$ cat config.mk
export PLATFORM = sky130hd
export DESIGN_NAME = wb_spram_arbiter
export DESIGN_NICKNAME = d
export VERILOG_FILES = /design/src/rtl/wb_spram_arbiter_pkg.sv /design/src/rtl/wb_spram_arbiter_rr.sv /design/src/rtl/wb_spram_arbiter.sv
export SDC_FILE = /design/constraint.sdc
export NUM_CORES = 1
export LEC_CHECK = 0
export CORE_AREA = 4 4 113 115
export DETAILED_ROUTE_END_ITERATION = 16
export DIE_AREA = 0 0 117 119
export SKIP_LAST_GASP = 1
export SYNTH_ARGS = -nofsm -noshare
export SYNTH_HDL_FRONTEND = slang
export SYNTH_HIERARCHICAL = 1
export SYNTH_SLANG_ARGS = --single-unit
$ cat constraint.sdc
create_clock -name clk -period 2.4 [get_ports clk]
set_clock_uncertainty 0.05 [all_clocks]
set_input_delay 0.36 -clock clk [delete_from_list [all_inputs] [get_ports clk]]
set_output_delay 0.36 -clock clk [all_outputs]
set_load 0.01 [all_outputs]
$ cat src/rtl/wb_spram_arbiter_pkg.sv
// ============================================================================
// Module   : wb_spram_arbiter_pkg
// Purpose  : Shared types and constants for the two-port Wishbone SPRAM arbiter.
// Revision : 1.0 - initial release
// ============================================================================
`default_nettype none

package wb_spram_arbiter_pkg;

  typedef enum logic [0:0] {
    IDLE = 1'b0,
    ACK  = 1'b1
  } state_t;

  localparam int   NPORTS     = 2;
  localparam logic PORT_INSTR = 1'b0;
  localparam logic PORT_DATA  = 1'b1;

endpackage

`default_nettype wire

$ cat src/rtl/wb_spram_arbiter_rr.sv
// ============================================================================
// Module   : rr_arbiter2
// Purpose  : Combinational two-way round-robin; on a tie the port that did not
//            win last time is chosen.
// Revision : 1.0 - initial release
// ============================================================================
`default_nettype none

module rr_arbiter2 (
  input  logic [1:0] req,
  input  logic       last_grant,
  output logic       grant,
  output logic       valid
);

  assign valid = |req;
  assign grant = (&req) ? ~last_grant : req[1];

endmodule

`default_nettype wire

$ cat src/rtl/wb_spram_arbiter.sv
// ============================================================================
// Module   : wb_spram_arbiter
// Purpose  : Shares one 1-cycle-latency single-port RAM between an instruction
//            (port 0) and a data (port 1) Wishbone classic slave port.
// Options  : WB_SPRAM_ARBITER_ERR_EN - out-of-range addresses return err and
//            leave the RAM untouched (default: addresses wrap, err tied low).
// Revision : 1.0 - initial release
// ============================================================================
`default_nettype none

module wb_spram_arbiter
  import wb_spram_arbiter_pkg::*;
#(
  parameter int unsigned SIZE       = 'h10000,
  parameter int unsigned ADDR_WIDTH = $clog2(SIZE) - 2
) (
  input  logic                         clk,
  input  logic                         rst,
  input  logic [NPORTS-1:0]            s_cyc,
  input  logic [NPORTS-1:0]            s_stb,
  input  logic [NPORTS-1:0]            s_we,
  input  logic [NPORTS-1:0][3:0]       s_sel,
  input  logic [NPORTS-1:0][31:0]      s_adr,
  input  logic [NPORTS-1:0][31:0]      s_dat_i,
  output logic [NPORTS-1:0][31:0]      s_dat_o,
  output logic [NPORTS-1:0]            s_ack,
  output logic [NPORTS-1:0]            s_err,
  output logic [ADDR_WIDTH-1:0]        ram_addr,
  output logic                         ram_ce,
  output logic [3:0]                   ram_we,
  output logic [31:0]                  ram_d,
  input  logic [31:0]                  ram_q
);

  localparam int BYTE_AW = $clog2(SIZE);

  state_t      state_q, state_d;
  logic        gnt_q, gnt_d;
  logic        last_grant_q, last_grant_d;
  logic        err_q, err_d;
  logic [1:0]  w_req;
  logic        w_grant;
  logic        w_valid;
  logic        w_addr_err;
  logic        unused_adr;

  assign w_req      = s_cyc & s_stb;
  assign unused_adr = ^s_adr;

  rr_arbiter2 u_rr (
    .req        (w_req),
    .last_grant (last_grant_q),
    .grant      (w_grant),
    .valid      (w_valid)
  );

`ifdef WB_SPRAM_ARBITER_ERR_EN
  assign w_addr_err = |(s_adr[w_grant] >> BYTE_AW);
`else
  assign w_addr_err = 1'b0;
`endif

  // Read data is broadcast; only the matching ack qualifies it.
  assign s_dat_o = {ram_q, ram_q};

  always_comb begin
    state_d      = state_q;
    gnt_d        = gnt_q;
    last_grant_d = last_grant_q;
    err_d        = err_q;
    ram_ce       = 1'b0;
    ram_addr     = '0;
    ram_we       = 4'b0;
    ram_d        = '0;
    s_ack        = '0;
    s_err        = '0;

    case (state_q)
      IDLE: begin
        if (w_valid) begin
          ram_ce       = ~w_addr_err;
          ram_addr     = s_adr[w_grant][ADDR_WIDTH+1:2];
          ram_we       = (s_we[w_grant] && !w_addr_err) ? s_sel[w_grant] : 4'b0;
          ram_d        = s_dat_i[w_grant];
          gnt_d        = w_grant;
          last_grant_d = w_grant;
          err_d        = w_addr_err;
          state_d      = ACK;
        end
      end
      ACK: begin
        // The master's stb is still high here, so requests are not sampled.
        if (err_q) s_err[gnt_q] = s_cyc[gnt_q];
        else       s_ack[gnt_q] = s_cyc[gnt_q];
        state_d = IDLE;
      end
      default: state_d = IDLE;
    endcase

    if (rst) begin
      ram_ce = 1'b0;
      ram_we = 4'b0;
      s_ack  = '0;
      s_err  = '0;
    end
  end

  always_ff @(posedge clk) begin
    if (rst) begin
      state_q      <= IDLE;
      gnt_q        <= PORT_INSTR;
      last_grant_q <= PORT_DATA;
      err_q        <= 1'b0;
    end else begin
      state_q      <= state_d;
      gnt_q        <= gnt_d;
      last_grant_q <= last_grant_d;
      err_q        <= err_d;
    end
  end

endmodule

`default_nettype wire
==> impl_metrics.csv <==
group,metric,value,unit
timing,hold-worst-slack,418,ps
worst_setup_path,criticalPathCategory,"in2out",
timing,rsz0062_at_grt,"false",
worst_setup_path,path_buf_inv,5,
timing,finalMaxSlewViolations,0,
outcome,status,"finished clean",
floorplan,rows,40,
worst_setup_path,cp_slowest_cell,"dlygate4sd2_1",
power_and_ir_drop,power.density,280,mW/mm²
yosys,yosysSeqAreaShare,4.18,%
global_routing,grt_max_degree,24,
placed_design,port_buffers,160,
worst_setup_path,startpoint_type,"input port",
yosys,syn_area,0.00144,mm²
clock_network,cts_buffers,3,
global_routing,track_usage,7.89,%
worst_hold_path,min_path_type,"reg2reg",
worst_setup_path,critPathMaxFanout,6,
worst_setup_path,rr_endpoint,"gnt_q",
yosys,synth_ff_type,"dfxtp_1",
power_and_ir_drop,share_comb_of_total_power,62.1,%
finish,synthToLayoutAreaGrowth,111,%
placed_design,gp_congestion,0.698,
power_and_ir_drop,p_leak,1.28,nW
power_and_ir_drop,worst_ir_drop_vdd,0.133,mV
drt,drt_wl_total,6120,µm
worst_setup_path,cp-end-kind,"primary output",
yosys,ys_async_sr_fraction,0,%
clock_network,clk_path_buf_depth,2,
clock_network,clkSlewWorstSetupHoldPaths,30,ps
floorplan,io_pins,295,
power_and_ir_drop,p_int,0.608,mW
timing,fin_ws,111,ps
power_and_ir_drop,seqPwrFrac,6.7,%
worst_hold_path,min_to,"gnt_q",
finish,fill_cells,1296,
drt,drtIter0Drc,35,
clock_network,tritoncts,"done",
yosys,synth_cells,198,
floorplan,dieArea,0.0139,mm²
power_and_ir_drop,swShare,28.1,%
run,maxCapViolCount,0,
worst_setup_path,crit_arrival,1880,ps
global_routing,antenna_found_initial,1,
global_routing,grt_overflow_total,0,
yosys,synth_edf_count,0,
drt,ant_nets,0,
timing,fin_crit_sh,95.4,%
drt,first_pass_iters,3,
clock_network,clk_latency,220,ps
timing,period_needed,2290,ps
power_and_ir_drop,power_switching,0.238,mW
yosys,yosysTopAreaCell,"buf_4",
finish,drive_gt1_share,15.4,%
floorplan,die_w,117,µm
yosys,ys_top_cells_by_area,"buf_4 (37%), mux2i_1 (36%), nor2_1 (14%)",
drt,wl_per_cell,13.5,µm
power_and_ir_drop,clkPwrFrac,31.1,%
yosys,netlist.area_leader.share,37.1,%
worst_setup_path,r2r_slack,1110,ps
floorplan,core,0.0118,mm²
worst_setup_path,crit_chain,"dlygate4sd2_1 > and2_4 > a21boi_4 > buf_12 > buf_8 > buf_8 > mux2i_2 > nor2_1 > dlygate4sd2_1",
yosys,synth_cell_types,18,
worst_setup_path,slowest_delay,280,ps
global_routing,first_global_vias,1717,
worst_setup_path,required,1990,ps
global_routing,grt_pass1_wl,8480,µm
clock_network,cts_max_level,1,
yosys,synth_warnings,6,
clock_network,clock-sinks,3,
floorplan,start_util,12.2,%
yosys,ys_top_cells_by_count,"buf_4 (71), nor2_1 (52), mux2i_1 (51), clkbuf_1 (4), dfxtp_1 (3)",
floorplan,die_h,119,µm
placed_design,dp_hpwl,4820,µm
placed_design,pre_cts_ws,-354,ps
worst_setup_path,reg2reg_depth,6,
drt,drcViolationCount,0,
yosys,synth.most_common_cell,"buf_4",
worst_hold_path,hold_path.startpoint,"gnt_q",
clock_network,root_buffer,"clkbuf_16",
worst_setup_path,cp_top_family,"buffers and inverters",
finish,final_util,25.6,%
finish,seq_area,60.1,µm²
worst_hold_path,hold_depth,2,
timing,max_freq,437,MHz
timing,finalSetupViolCount,0,
finish,multiInputGateArea,860,µm²
finish,fin_nets,482,
drt,dr_total_vias,1629,
drt,viasPerCell,3.60,
worst_setup_path,timing.rr.start,"last_grant_q",
timing,hold_violations,0,
yosys,postSynthAreaPerCell,7.25,µm²
yosys,synth-seq-cells,3,
==> tightest hold or removal path, delay by kind of cell (launching register included) <==
family,cells,cell delay (ps)
flops,1,310
compound gates,1,60
simple gates,1,50
==> metrics by stage <==
stage               setup TNS, ps  cells  total power [mW]  cell area [µm²]
floorplan                       0    199             0.347             1440
detailed placement         -13610    438             0.572             2770
CTS                             0    452             0.858             3020
finish                          0    453             0.846             3030
global route                    0    453             0.896             3030
global placement           -12430    438             0.567             2770
==> kinds of logic (layout without fill, tap and decap cells) <==
family / Yosys count / count (layout) / share of synthesized area (%)
buffers and inverters: 78 / 184 / 39.7
and+or+nand+nor: 62 / 62 / 19.1
muxes: 51 / 51 / 35.6
AOI/OAI and AO/OA: 3 / 3 / 1.22
DFF: 3 / 3 / 4.18
other: 1 / 3 / 0.261
==> power groups by stage <==
| stage | sequential [mW] | combinational [mW] | clock [mW] |
|---|---|---|---|
| finish | 0.0569 | 0.526 | 0.263 |
| global route | 0.0572 | 0.565 | 0.275 |
| CTS | 0.0568 | 0.533 | 0.268 |
| detailed placement | 0.0576 | 0.514 | 0 |
| global placement | 0.0576 | 0.509 | 0 |
| floorplan | 0.0559 | 0.291 | 0 |
==> timing repair <==
item / CTS / global route
resized for setup: 109 / 6
hold buffers: 0 / 0
cloned: 4 / 0
pin swaps: 3 / 1
buffers inserted: 6 / 0
endpoints found under the setup margin: 51 / 14
==> metal layers <==
metal | vias to the layer above | track usage, % | share of wire, %
met2 | 102 | 15.8 | 54
met3 | 16 | 1.93 | 11
met1 | 720 | 6.98 | 32
li1 | 791 | - | -
met5 | - | 0 | 0
met4 | 0 | 3.94 | 2.6
==> placed cells by master, fill, tap and decap left out, types with 3 or more instances in the layout <==
cell               n
buf_12             5
clkdlybuf4s15_2    6
dfxtp_1            3
mux2i_1           48
dlygate4sd2_1     35
clkdlybuf4s50_1  105
buf_16             4
nor2_1            51
buf_2              7
buf_4              7
clkdlybuf4s15_1    6
clkbuf_16          3
==> layout make-up <==
| cell class | count | share of cell area, % |
|---|---|---|
| diodes | 1 | 0.0827 |
| clock buffers | 4 | 2.61 |
| multi-input cells | 118 | 28.4 |
| flip-flops and latches | 3 | 1.99 |
| well taps | 147 | 6.08 |
| repair buffers | 180 | 60.8 |
==> sequential cells by signal, indices dropped and copies added, names as in the netlist <==
name and count:
state_q 1, last_grant_q 1, gnt_q 1
==> worst max path at each step <==
stage,startpoint,end,slack (ps),cells past startpoint
after detailed placement,s_cyc[0],ram_we[2],-350,7
after CTS,s_cyc[0],ram_d[1],90,9
after global placement,s_cyc[0],ram_we[1],-370,7
after floorplan,s_cyc[1],ram_we[0],590,6
final,s_cyc[0],ram_addr[13],110,9
after global routing,s_cyc[0],ram_d[22],1,9
Power figures use the tool's default switching activity.
